$ cat src/rtl/dsi_cmd_tx_packetizer.sv
// DSI command-mode TX packetizer: RGB888 line words become DCS long writes,
// one frame per TE edge, plus a display-off short write on request.
module dsi_cmd_tx_packetizer #(
    parameter int         X_RES = 1080,
    parameter int         Y_RES = 2340,
    parameter logic [1:0] VC    = 2'd0
) (
    input  logic        clk,
    input  logic        reset,
    input  logic        enable,
    input  logic        te,
    input  logic        disp_off_req,
    input  logic [31:0] src_data,
    input  logic        src_valid,
    output logic        src_ready,
    input  logic        src_line_avail,
    output logic [23:0] tx_cmd,
    output logic        tx_cmd_valid,
    input  logic        tx_cmd_ready,
    output logic [31:0] tx_payload,
    output logic        tx_payload_valid,
    output logic        tx_payload_valid_last,
    input  logic        tx_payload_ready,
    output logic        frame_busy,
    output logic        frame_done,
    output logic        underrun,
    output logic [11:0] line_cnt
);
    localparam int WPL = X_RES * 3 / 4;
    localparam int WCW = $clog2(WPL + 1);
    localparam logic [23:0] LONG_HDR = {16'(X_RES * 3 + 1), VC, 6'h39};
    localparam logic [23:0] OFF_CMD  = {16'h0028, VC, 6'h05};

    typedef enum logic [2:0] {IDLE, OFF_HDR, HDR, PLD, TAIL} state_t;

    state_t           state, state_n;
    logic             te_s1, te_s2, te_d, te_rise;
    logic             off_pend, off_pend_n;
    logic [7:0]       carry, carry_n;
    logic [WCW-1:0]   word_cnt, word_cnt_n;
    logic [23:0]      cmd_n;
    logic             cmd_valid_n, busy_n, done_n, underrun_n;
    logic [11:0]      line_n;

    assign te_rise = te_s2 & ~te_d;

    always_ff @(posedge clk or posedge reset) begin
        if (reset) begin
            state        <= IDLE;
            te_s1        <= 1'b0;
            te_s2        <= 1'b0;
            te_d         <= 1'b0;
            off_pend     <= 1'b0;
            carry        <= 8'h00;
            word_cnt     <= '0;
            tx_cmd       <= 24'h0;
            tx_cmd_valid <= 1'b0;
            line_cnt     <= 12'h0;
            frame_busy   <= 1'b0;
            frame_done   <= 1'b0;
            underrun     <= 1'b0;
        end else begin
            state        <= state_n;
            te_s1        <= te;
            te_s2        <= te_s1;
            te_d         <= te_s2;
            off_pend     <= off_pend_n;
            carry        <= carry_n;
            word_cnt     <= word_cnt_n;
            tx_cmd       <= cmd_n;
            tx_cmd_valid <= cmd_valid_n;
            line_cnt     <= line_n;
            frame_busy   <= busy_n;
            frame_done   <= done_n;
            underrun     <= underrun_n;
        end
    end

    always_comb begin
        state_n               = state;
        off_pend_n            = off_pend | disp_off_req;
        carry_n               = carry;
        word_cnt_n            = word_cnt;
        cmd_n                 = tx_cmd;
        cmd_valid_n           = tx_cmd_valid;
        line_n                = line_cnt;
        busy_n                = frame_busy;
        done_n                = 1'b0;
        underrun_n            = underrun;
        tx_payload            = 32'h0;
        tx_payload_valid      = 1'b0;
        tx_payload_valid_last = 1'b0;
        src_ready             = 1'b0;

        unique case (state)
            IDLE: begin
                // A pending display-off wins; a TE edge in that cycle is lost.
                if (off_pend || disp_off_req) begin
                    state_n     = OFF_HDR;
                    cmd_n       = OFF_CMD;
                    cmd_valid_n = 1'b1;
                end else if (te_rise && enable) begin
                    state_n     = HDR;
                    line_n      = 12'h0;
                    busy_n      = 1'b1;
                    cmd_n       = LONG_HDR;
                    cmd_valid_n = src_line_avail;
                end
            end
            OFF_HDR: begin
                if (tx_cmd_ready) begin
                    state_n     = IDLE;
                    cmd_valid_n = 1'b0;
                    off_pend_n  = disp_off_req;
                end
            end
            HDR: begin
                if (!tx_cmd_valid) begin
                    cmd_n       = LONG_HDR;
                    cmd_valid_n = src_line_avail;
                end else if (tx_cmd_ready) begin
                    state_n     = PLD;
                    cmd_valid_n = 1'b0;
                    carry_n     = (line_cnt == 12'h0) ? 8'h2C : 8'h3C;
                    word_cnt_n  = '0;
                end
            end
            PLD: begin
                tx_payload_valid = src_valid;
                src_ready        = tx_payload_ready;
                if (src_valid) tx_payload = {src_data[23:0], carry};
                else           underrun_n = 1'b1;
                if (src_valid && tx_payload_ready) begin
                    carry_n    = src_data[31:24];
                    word_cnt_n = word_cnt + 1'b1;
                    if (word_cnt == WCW'(WPL - 1)) state_n = TAIL;
                end
            end
            TAIL: begin
                tx_payload            = {24'h0, carry};
                tx_payload_valid      = 1'b1;
                tx_payload_valid_last = 1'b1;
                if (tx_payload_ready) begin
                    if (line_cnt == 12'(Y_RES - 1)) begin
                        state_n = IDLE;
                        done_n  = 1'b1;
                        busy_n  = 1'b0;
                    end else begin
                        state_n     = HDR;
                        line_n      = line_cnt + 12'h1;
                        cmd_n       = LONG_HDR;
                        cmd_valid_n = src_line_avail;
                    end
                end
            end
            default: state_n = IDLE;
        endcase
    end
endmodule
$ cat config.mk
export PLATFORM = sky130hd
export DESIGN_NAME = dsi_cmd_tx_packetizer
export DESIGN_NICKNAME = d
export VERILOG_FILES = /design/src/rtl/dsi_cmd_tx_packetizer.sv
export SDC_FILE = /design/constraint.sdc
export NUM_CORES = 1
export LEC_CHECK = 0
export ABC_AREA = 1
export BUFFER_PORTS_ARGS = -buffer_cell sky130_fd_sc_hd__buf_2
export CELL_PAD_IN_SITES_DETAIL_PLACEMENT = 1
export CELL_PAD_IN_SITES_GLOBAL_PLACEMENT = 1
export CORE_UTILIZATION = 36
export CTS_CLUSTER_DIAMETER = 40
export DETAILED_ROUTE_END_ITERATION = 8
export GPL_ROUTABILITY_DRIVEN = 0
export PLACE_DENSITY_LB_ADDON = 0.25
export SYNTH_ARGS = -nofsm -noshare
export SYNTH_HDL_FRONTEND = slang
export SYNTH_SLANG_ARGS = --single-unit
$ cat constraint.sdc
create_clock -name clk -period 2.5 [get_ports clk]
set_input_delay 0.125 -clock clk [delete_from_list [all_inputs] [get_ports clk]]
set_output_delay 0.125 -clock clk [all_outputs]
set_load 0.05 [all_outputs]
# Yosys cells after proc, flatten, opt, wreduce, memory -nomap -nowiden
# Cells that the tools add are included.
word_totals:
  in_bits: 41
  wordCells: 106
  out_inout_bits: 75
  reg_bits: 65
classes:
  add_sub_neg: 2
  muxes: 53
  reduce_logical: 16
  n_eq_ne: 18
  n_bitwise: 4
ops:
  columns: ["operator", "n"]
  rows:
  - ["2-to-1 mux 24 bit", 5]
  - ["case mux 24 bit (3 select lines)", 1]
  - ["case mux 32 bit (2 select lines)", 1]
  - ["2-to-1 mux 12 bit", 4]
  - ["2-to-1 mux 32 bit", 1]
  - ["2-to-1 mux 10 bit", 3]
  - ["2-to-1 mux 3 bit", 8]
  - ["2-to-1 mux 8 bit", 3]
  - ["case mux 12 bit (2 select lines)", 1]
  - ["!= test 2 bit (second input constant)", 11]
  - ["case mux 10 bit (2 select lines)", 1]
  - ["AND reduction 5 bit", 4]
  - ["2-to-1 mux 1 bit", 18]
  - ["case mux 8 bit (2 select lines)", 1]
  - ["case mux 3 bit (5 select lines)", 1]
  - ["adder 12 x 1 -> 12 bit (second input constant)", 1]
  - ["equality test 12 bit (second input constant)", 1]
  - ["zero test 12 bit", 1]
  - ["adder 10 x 1 -> 10 bit (second input constant)", 1]
  - ["equality test 10 bit (second input constant)", 1]
  - ["AND reduction 7 bit", 1]
  - ["equality test 3 x 2 -> 1 bit (second input constant)", 2]
  - ["2-to-1 mux 5 bit", 1]
  - ["case mux 1 bit (2 select lines)", 2]
  - ["other kinds (16)", 19]

# Depth between registers and ports, before layout
# Gate-level depths: netlist (run 1).
logic_depth:
  word_depth: 6
  mapped_depth: 11
  depth_no_buf: 10

# Worst setup path before layout (run 1)
# OpenSTA, ideal clock, no wires.
synth_timing:
  kind: "register to output"
  start: "reg state[2]"
  end: "out tx_payload[0]"
  slack_ns: 0.229
  required_time_ns: 2.375
  n_path_buf: 1
  path_stages_with_launch: 9
  arrival_time_ns: 2.146
  cell_sequence: "dfrtp_1 > inv_2 > nand2_1 > nor2_1 > buf_6 > nand2_1 > nand2_1 > inv_1 > nor2_1"
synth_between:
  elab_chain_cells: 2
  word_cells_on_any_way: 3
  cone_classes: "eq/ne: 2; mux: 1"
synth_rtl:
  columns: ["item", "line_no", "source"]
  rows:
  - ["start, declared", "36", "state_t state, state_n;"]
  - ["start signal, assigned", "63", "state <= state_n;"]
  - ["equality test 3 bit / equality test 3 x 2 -> 1 bit (equally long branches)", "95", "unique case (state)"]
  - ["case mux 32 bit (2 select lines) *", "95", null]
  - ["end, declared", "20", "output logic [31:0] tx_payload,"]
# Every way passes the cells marked *; elsewhere a longest branch is shown, timed or not.

# Final worst setup path (run 1)
layout_timing:
  start: "reg state[0]"
  end: "out tx_payload[9]"
# The elaborated chain is that of the path after synthesis.

==> results of run 1 <==
[layout make-up]
type	count	share of cell area [%]
clock buffers	7	2.43
clock inverters	1	0.211
inverters	50	5.27
multi-input cells	321	42.2
flip-flops and latches	44	30.9
well taps	102	3.59
repair buffers	106	15.3
[state kept, by name (all words and copies together), names as in the netlist]
register      cells
underrun          1
te_s1             1
tx_cmd            3
line_cnt         12
off_pend          1
tx_cmd_valid      1
frame_done        1
carry             8
te_d              1
frame_busy        1
te_s2             1
word_cnt         10
state             3
[power by group through the flow]
stage	Sequential [mW]	Clock (mW)	Combinational [mW]
final	0.983	0.489	2.08
after global routing	1.01	0.529	2.29
after CTS	0.983	0.506	2.10
after detailed placement	0.999	0	2.09
after global placement	0.985	0	2.05
after floorplan	1.05	0	1.71
[metal layers]
| layer | routed length, um | vias to the layer above |
|---|---|---|
| met1 | 3630 | 1449 |
| met5 | 0 | - |
| met3 | 344 | 13 |
| met4 | 136 | 0 |
| met2 | 4270 | 91 |
| li1 | - | 1518 |
[layout by cell type, fill, tap and decap left out, drive strengths merged]
cell type    instances
nand2              130
buf                104
nor2                70
inv                 49
dfrtp               44
nand3               39
o21ai               32
conb                13
nand4               10
clkbuf               7
o21bai               5
ha                   4
xor2                 3
a21oi                3
nor3                 2
nor3b                2
o22ai                2
dlygate4sd3          2
and2                 1
o31ai                1
or2                  1
o21a                 1
a21o                 1
a31oi                1
clkinv               1
clkinvlp             1
[critical path: stages, from the launching register on]
cell and delay (ps):
dfrtp_1 610, inv_2 100, nor2_1 160, inv_1 400, nor2_1 230, buf_2 290
[worst paths after layout]
kind	startpoint	slack [ps]	end	cells past startpoint
worst min-delay path	tx_cmd_ready	60	off_pend	2
max in group asynchronous	reset	1610	tx_cmd_valid	4
worst max-delay path	state[0]	280	tx_payload[9]	5
worst max register to register	state[0]	580	line_cnt[7]	8
min in group asynchronous	reset	500	line_cnt[1]	4
worst min register to register	te_s1	360	te_s2	0
[logic make-up after synthesis]
family	share of synthesized area (%)
other	0.125
and+or+nand+nor	36.4
xor gates and xnor gates	0.876
adders and majority gates	1.67
buffers and inverters	14.8
AOI/OAI and AO/OA	9.46
DFF	36.7
[what timing repair did]
item	CTS	global route
hold buffers	2	0
gates resized for setup	0	0
endpoints found under the hold margin	45	0
endpoints found under the setup margin	0	0
==> run_results.csv, run 1 <==
group,metric,value,unit
run_status,run_status,"completed",
yosys,synth_ff_type,"dfrtp_1",
detailed_routing,ant_nets,0,
clocking,cts-root-buf,"clkbuf_8",
timing,finalCritPeriodShare,88.7,%
floorplanning,io_pins,116,
clocking,cts_sinks,44,
worst_setup_path,crit_fanout,32,
placement,io_buffer_count,102,
timing,clock.fmax,0.451,GHz
detailed_routing,drc_errors,0,
finish,fin_nets,573,
pwr,power_frac_clock,13.8,%
yosys,synth-warning-count,0,
global_routing,antenna_found_initial,0,
worst_setup_path,crit_type,"register to output pin",
global_routing,top_usage_layer,"met2",
finish,area_delta_synth_final,18.5,%
finish,final_cell_count_no_fill,631,
yosys,avgSynthCellArea,6.84,um^2
pwr,power,3.55,mW
finish,final_area,0.00356,mm^2
global_routing,grt_use_met1,25.0,%
global_routing,met2_usage,37.8,%
yosys,synth-seq-cells,44,
placement,dpl_cell_area,0.00344,mm^2
timing,fin_skew,5.32,ps
yosys,async_flop_share,100,%
detailed_routing,via_per_inst,4.87,
pwr,power.net_switching,2.01,mW
finish,seqCellArea,0.00110,mm^2
placement,dp_hpwl,6400,um
yosys,synth_top_area_share,36.7,%
yosys,yosysMostFrequentCell,"nand2_1",
detailed_routing,drt_iter0_markers,61,
global_routing,grt_pass1_wl,14500,um
global_routing,grt_start_max_net_pins,45,
yosys,synthDistinctLibCells,33,
timing,worst_slew_pin_slew,920,ps
pwr,p_comb_share,58.5,%
worst_setup_path,required,2380,ps
pwr,p_int,1.54,mW
clocking,clk_transition_reported_paths,90,ps
clocking,ctsLongestPathBuffers,2,
detailed_routing,via_count,3071,
timing,min_period,2220,ps
run,maxCapViolCount,0,
clocking,htreeDepth,2,
hold_path,hold_path.class,"input pin to register",
timing,setup_violations,0,
worst_setup_path,arrival,2090,ps
finish,multi_input_area,0.00150,mm^2
floorplanning,core,0.00789,mm^2
worst_setup_path,cp-end-kind,"output pin",
detailed_routing,wl_per_cell,13.3,um
timing,setup_tns,0,ps
placement,dp.cells,621,
timing,drv_slew,0,
yosys,synth-edff-count,0,
timing,timing.final.hold_violations,0,
timing,max_slew_margin,38.6,%
global_routing,met3_usage,3.41,%
pwr,p_per_area,998,mW/mm^2
clocking,numCtsBuffers,5,
finish,drive_gt1_share,25.3,%
finish,fill_cells,1081,
finish,diodes,0,
timing,grt_setup_unrepaired,"false",
pwr,p_leak,1.91,nW
pwr,swShare,56.6,%
yosys,synthCells,439,
worst_setup_path,start_kind,"register",
finish,post-route-util,45.1,%
detailed_routing,drt_wl_total,8380,um
yosys,yosysSeqAreaShare,36.7,%
floorplanning,die-area,0.00871,mm^2
yosys,syn-cell-area,0.00300,mm^2
floorplanning,die_h,93.3,um
yosys,yosys.area.top_type,"dfrtp_1",
clocking,cts_tree,"done",
detailed_routing,firstDrtPassIters,4,
floorplanning,start_util,38.1,%
global_routing,grtUsageTotal,20.8,%
timing,worst_slack,283,ps
placement,dp_slack,565,ps
pwr,ir_worst_vdd,0.289,mV
yosys,synth.area.top_cells,"dfrtp_1, nand2_1, nor2_1",
pwr,p_seq_share,27.7,%
floorplanning,dieWidth,93.3,um
global_routing,grt_overflow_total,0,
clocking,postCtsSetupBuffers,0,
global_routing,grt_pass1_vias,3243,
timing,whs,57.1,ps
floorplanning,row_count,32,
yosys,synthTopCellsByCount,"nand2_1, nor2_1, inv_1",
clocking,clkLatencyLatePin,300,ps
Power figures use the tool's default switching activity.
==> run 2: changes to the inputs <==
--- a/config.mk
+++ b/config.mk
@@ -9,7 +9,7 @@
 export BUFFER_PORTS_ARGS = -buffer_cell sky130_fd_sc_hd__buf_2
 export CELL_PAD_IN_SITES_DETAIL_PLACEMENT = 1
 export CELL_PAD_IN_SITES_GLOBAL_PLACEMENT = 1
-export CORE_UTILIZATION = 36
+export CORE_UTILIZATION = 34
 export CTS_CLUSTER_DIAMETER = 40
 export DETAILED_ROUTE_END_ITERATION = 8
 export GPL_ROUTABILITY_DRIVEN = 0
@@ -17,3 +17,4 @@
 export SYNTH_ARGS = -nofsm -noshare
 export SYNTH_HDL_FRONTEND = slang
 export SYNTH_SLANG_ARGS = --single-unit
+export TNS_END_PERCENT = 30
==> constraint.sdc (replaced) <==
create_clock -name clk -period 2.29 [get_ports clk]
set_input_delay 0.1145 -clock clk [delete_from_list [all_inputs] [get_ports clk]]
set_output_delay 0.1145 -clock clk [all_outputs]
set_load 0.05 [all_outputs]
==> run 2 against run 1 <==
  * Worst setup slack worse by 140 ps
  * Clock power rose by 44%
  * Cell count grew 1.1%
  * Design area up 3.4%
  * Sequential cell count did not move
  * Via count about the same
==> run_results.csv, run 2 (synthesized netlist as in run 1, its figures left out) <==
group,metric,value,unit
finish,top_regs,"line_cnt x12, word_cnt x10, carry x8",
pwr,power.net_switching,2.26,mW
finish,diodes,0,
global_routing,met2_usage,36.9,%
floorplanning,row_count,33,
floorplanning,die-area,0.00921,mm^2
detailed_routing,firstDrtPassIters,4,
detailed_routing,wl_per_cell,13.8,um
worst_setup_path,start_kind,"register",
worst_setup_path,reg2reg_depth,8,
global_routing,grt_use_met1,25.6,%
worst_setup_path,rr_endpoint,"line_cnt[8]",
clocking,cts_sinks,44,
floorplanning,core,0.00838,mm^2
finish,final_cell_mix,"nand2_1, buf_2, nor2_1",
detailed_routing,via_count,3069,
worst_setup_path,r2r_start,"line_cnt[0]",
finish,area_delta_synth_final,22.6,%
hold_path,hp-start,"src_data[29]",
placement,dp_hpwl,6780,um
global_routing,antenna_found_initial,0,
finish,fin_nets,578,
pwr,p_seq_share,25.8,%
global_routing,grt_start_max_net_pins,45,
hold_path,min_to,"carry[5]",
finish,final_cell_count_no_fill,638,
floorplanning,dieWidth,96.0,um
global_routing,grt_pass1_vias,3194,
worst_setup_path,required,2180,ps
finish,final_common_cell,"nand2_1",
pwr,ir_worst_vdd,0.472,mV
floorplanning,die_h,96.0,um
clocking,cts_tree,"done",
hold_path,holdPathStages,3,
timing,min_period,2150,ps
floorplanning,start_util,35.8,%
timing,whs,53.0,ps
run_status,run_status,"completed",
detailed_routing,drt_wl_total,8810,um
timing,drv_slew,0,
global_routing,met3_usage,3.63,%
finish,drive_gt1_share,26.8,%
worst_setup_path,cp-end-kind,"output pin",
run,maxCapViolCount,0,
timing,setup_violations,0,
placement,io_buffer_count,102,
pwr,p_comb_share,57.5,%
clocking,numCtsBuffers,5,
clocking,ctsLongestPathBuffers,2,
detailed_routing,via_per_inst,4.81,
timing,fin_skew,6.34,ps
worst_setup_path,worst-r2r-setup-slack,390,ps
placement,dp.cells,627,
global_routing,grt_pass1_wl,14700,um
timing,setup_tns,0,ps
worst_setup_path,arrival,2040,ps
timing,finalCritPeriodShare,94.0,%
finish,largest_reg_flops,12,
clocking,clkLatencyLatePin,290,ps
clocking,htreeDepth,2,
clocking,clk_transition_reported_paths,80,ps
pwr,p_int,1.93,mW
timing,timing.final.hold_violations,0,
detailed_routing,drt_iter0_markers,62,
global_routing,grt_overflow_total,0,
pwr,p_per_area,1140,mW/mm^2
finish,top_register,"line_cnt",
pwr,swShare,53.9,%
clocking,cts-root-buf,"clkbuf_8",
detailed_routing,ant_nets,0,
worst_setup_path,crit_fanout,10,
global_routing,top_usage_layer,"met2",
floorplanning,io_pins,116,
pwr,p_leak,1.94,nW
timing,clock.fmax,0.465,GHz
detailed_routing,drc_errors,0,
worst_setup_path,crit_type,"register to output pin",
pwr,power_frac_clock,16.8,%
hold_path,hold_path.class,"input pin to register",
global_routing,grtUsageTotal,20.6,%
run 2: cell count changes in the layout (fill, tap and decap cells not counted), moves of 2 or more:
cell / delta
clkbuf_4: +8
dfrtp_1: -2
buf_2: -8
buf_4: +3
dfrtp_2: +2
bufinv_16: +2
run 2: stage by stage:
step / total power, mW / setup WS [ps] / util, % / cell area (um^2)
global route: 4.51 / -1.46 / 43.9 / 3680
global placement: 3.34 / 475 / 41.6 / 3480
detailed placement: 3.41 / 385 / 41.6 / 3480
finish: 4.18 / 138 / 43.9 / 3680
CTS: 4.14 / 46.1 / 43.3 / 3630
floorplan: 3.01 / 29.6 / - / 3050
run 2: critical path: stages (launching register included):
cell	delay, ps
dfrtp_1	450
inv_2	130
nand2_1	120
nor2_4	180
buf_4	210
nand2_1	70
nand2_1	110
inv_1	130
nor2_1	120
clkbuf_4	240
run 2: power by group through the flow:
stage                     clock (mW)  sequential (mW)  combinational, mW
after floorplan                    0             1.14               1.87
after global placement             0             1.08               2.26
after detailed placement           0             1.09               2.32
after CTS                      0.726             1.08               2.34
after global routing           0.756             1.11               2.64
final                          0.702             1.08               2.40
run 2: cell type report:
cell class	instances	area (um^2)
fill	1145	4700
tap	105	131
timing repair buffer	110	608
inverter	50	191
clock buffer	5	68.8
timing repair inverter	1	7.51
multi-input combinational	321	1510
clock inverter	2	60.1
sequential	44	1100
run 2: worst max-delay path by stage:
| stage | startpoint | end | slack [ps] | depth (start not counted) |
|---|---|---|---|---|
| 2_1_floorplan | state[2] | tx_payload[0] | 30 | 8 |
| 3_3_place_gp | line_cnt[0] | line_cnt[8] | 470 | 8 |
| 3_5_place_dp | line_cnt[0] | line_cnt[7] | 380 | 8 |
| 4_1_cts | state[0] | tx_payload[12] | 50 | 5 |
| 5_1_grt | state[2] | tx_payload[7] | -1 | 9 |
| 6_report | state[2] | tx_payload[0] | 140 | 9 |
run 2: timing repair:
action / CTS / global route
hold buffers: 2 / 0
buffers inserted: 0 / 1
hold endpoints to repair: 45 / 0
endpoints found under the setup margin: 0 / 33
resized for setup: 0 / 14
run 2: metal layers:
| metal | wire length, um | vias to the layer above |
|---|---|---|
| met3 | 415 | 10 |
| li1 | - | 1528 |
| met2 | 4370 | 99 |
| met5 | 0 | - |
| met4 | 94 | 0 |
| met1 | 3930 | 1432 |
==> run 3: changes to the inputs <==
--- a/config.mk
+++ b/config.mk
@@ -5,11 +5,11 @@
 export SDC_FILE = /design/constraint.sdc
 export NUM_CORES = 1
 export LEC_CHECK = 0
-export ABC_AREA = 1
+export ABC_AREA = 0
 export BUFFER_PORTS_ARGS = -buffer_cell sky130_fd_sc_hd__buf_2
 export CELL_PAD_IN_SITES_DETAIL_PLACEMENT = 1
 export CELL_PAD_IN_SITES_GLOBAL_PLACEMENT = 1
-export CORE_UTILIZATION = 34
+export CORE_UTILIZATION = 35
 export CTS_CLUSTER_DIAMETER = 40
 export DETAILED_ROUTE_END_ITERATION = 8
 export GPL_ROUTABILITY_DRIVEN = 0
==> run 3 against run 2 <==
  * Sequential power grew 5%
  * Sequential cell count is the same
  * First-iteration DRC count grew 52%
  * Die area shrank 7.2%
  * Synthesized cell count shrank 28%
  * Routed wire length shrank 13%
  * Power shrank 12%
  * Synthesized area shrank 4.7%
  * Largest power group unchanged
  * Highest routed layer unchanged
==> run_results.csv, run 3 <==
group,metric,value,unit
detailed_routing,firstDrtPassIters,4,
pwr,p_per_area,1070,mW/mm^2
clocking,ctsLongestPathBuffers,2,
floorplanning,row_count,32,
run_status,run_status,"completed",
timing,grt_setup_unrepaired,"false",
yosys,synth_mux_area_share,1.62,%
clocking,htreeDepth,2,
yosys,avgSynthCellArea,9.03,um^2
clocking,numCtsBuffers,5,
finish,drive_gt1_share,32.6,%
floorplanning,io_pins,116,
global_routing,grt_start_max_net_pins,45,
global_routing,grt_pass1_vias,2608,
floorplanning,core,0.00781,mm^2
global_routing,grt_overflow_total,0,
floorplanning,start_util,36.7,%
yosys,synth-simple-area-share,30.2,%
hold_path,min_to,"carry[6]",
timing,fin_skew,7.33,ps
floorplanning,die_h,92.4,um
timing,drv_slew,0,
finish,final_cell_count_no_fill,516,
yosys,synthAdderAreaFrac,1.75,%
timing,whs,54.8,ps
pwr,power_frac_clock,11.9,%
hold_path,hold_path.class,"input pin to register",
detailed_routing,drt_wl_total,7630,um
yosys,synth-seq-cells,44,
yosys,yosys.area.top_type,"dfrtp_1",
yosys,synth-warning-count,0,
timing,clock.fmax,0.467,GHz
finish,post-route-util,44.3,%
run,maxCapViolCount,0,
yosys,yosysSeqAreaShare,38.5,%
hold_path,holdPathStages,3,
timing,min_period,2140,ps
yosys,synth.area.top_cells,"dfrtp_1, and2_1, buf_4",
clocking,clk_transition_reported_paths,80,ps
detailed_routing,via_count,2659,
worst_setup_path,required,2180,ps
yosys,yosysMostFrequentCell,"dfrtp_1",
worst_setup_path,worst-r2r-setup-slack,180,ps
yosys,synth-compound-area-share,14.9,%
worst_setup_path,arrival,2030,ps
yosys,synth_xor_area_share,1.84,%
yosys,synth_ff_type,"dfrtp_1",
clocking,cts_sinks,44,
timing,setup_tns,0,ps
worst_setup_path,rr_endpoint,"carry[4]",
finish,largest_reg_flops,12,
hold_path,hp-start,"src_data[30]",
clocking,clkLatencyLatePin,290,ps
timing,worst_slack,148,ps
pwr,p_int,1.75,mW
yosys,syn-cell-area,0.00286,mm^2
worst_setup_path,crit_fanout,24,
placement,dp_hpwl,5940,um
yosys,synthDistinctLibCells,64,
timing,setup_violations,0,
placement,dp.cells,509,
pwr,power.net_switching,1.95,mW
detailed_routing,drc_errors,0,
detailed_routing,wl_per_cell,14.8,um
floorplanning,die-area,0.00854,mm^2
placement,io_buffer_count,102,
timing,max_slew_margin,60.6,%
yosys,async_flop_share,100,%
worst_setup_path,crit_type,"register to output pin",
pwr,swShare,52.8,%
clocking,cts-root-buf,"clkbuf_8",
detailed_routing,drt_iter0_markers,94,
yosys,synth-edff-count,0,
finish,final_common_cell,"buf_2",
yosys,synth_top_family_by_area,"simple AND/OR/NAND/NOR gates",
worst_setup_path,cp-end-kind,"output pin",
finish,fin_nets,461,
pwr,power,3.70,mW
finish,area_delta_synth_final,20.8,%
finish,top_regs,"line_cnt x12, word_cnt x10, carry x8",
finish,top_register,"line_cnt",
finish,diodes,0,
worst_setup_path,r2r_start,"line_cnt[0]",
floorplanning,dieWidth,92.4,um
global_routing,grtUsageTotal,18.6,%
worst_setup_path,start_kind,"register",
global_routing,antenna_found_initial,0,
detailed_routing,ant_nets,0,
pwr,p_seq_share,30.5,%
finish,final_cell_mix,"buf_2, dfrtp_1, and2_1",
placement,dp_slack,100,ps
finish,final_area,0.00346,mm^2
pwr,ir_worst_vdd,0.454,mV
placement,dpl_cell_area,0.00336,mm^2
finish,multi_input_area,0.00149,mm^2
yosys,synthTopCellsByCount,"dfrtp_1, and2_1, nand2_1",
finish,seqCellArea,0.00110,mm^2
timing,finalCritPeriodShare,93.5,%
yosys,synth_top_area_share,38.5,%
clocking,cts_tree,"done",
detailed_routing,via_per_inst,5.15,
worst_setup_path,reg2reg_depth,5,
timing,worst_slew_pin_slew,590,ps
timing,timing.final.hold_violations,0,
global_routing,grt_pass1_wl,12700,um
finish,fill_cells,996,
yosys,synthCells,317,
pwr,p_leak,1.69,nW
pwr,p_comb_share,57.5,%
[run 3: layout make-up]
cell class / count / area share [%]
Clock buffer: 5 / 1.99
Multi-Input combinational cell: 236 / 43.2
Inverter: 14 / 1.52
Sequential cell: 44 / 31.9
Timing Repair Buffer: 115 / 17.7
Tap cell: 102 / 3.69
[run 3: what timing repair did]
item,4_1_cts,5_1_grt
endpoints found under the hold margin,45,0
hold buffers,2,0
pin swaps,0,0
setup endpoints to repair,3,25
resized for setup,1,2
setup buffers,0,0
[run 3: layer usage]
layer,track usage [%],vias up,routed length [um]
met5,0,-,0
met4,3.91,0,67
met3,3.28,5,405
met2,32.0,96,3680
met1,24.5,1269,3470
li1,-,1289,-
[run 3: power groups by stage]
stage / sequential, mW / combinational, mW / clock [mW]
global route: 1.16 / 2.29 / 0.497
floorplan: 1.28 / 1.62 / 0
finish: 1.13 / 2.13 / 0.442
detailed placement: 1.14 / 2.13 / 0
global placement: 1.13 / 2.09 / 0
CTS: 1.13 / 2.14 / 0.461
[run 3: cell families (layout without fill, tap and decap cells)]
family	after synthesis	in the layout
compound gates	65	65
xor+xnor	6	6
fa+ha+maj	4	4
buf+inv	49	134
flops	44	44
mux	4	4
other cells	1	13
simple gates	144	144
[run 3: worst max path at each step]
stage / from / to / depth (start not counted) / slack (ps)
after floorplan: line_cnt[3] / tx_cmd[18] / 5 / 80
after global placement: line_cnt[0] / carry[4] / 5 / 180
after detailed placement: line_cnt[0] / carry[4] / 5 / 100
after CTS: state[1] / tx_payload[21] / 5 / 70
after global routing: state[0] / tx_payload[21] / 5 / 20
final: state[0] / tx_payload[21] / 5 / 150
[run 3: worst max-delay path, cell delays in order (launching register included)]
cell	delay [ps]
dfrtp_1	540
buf_4	300
and3_1	230
buf_4	220
and2_1	180
buf_2	270
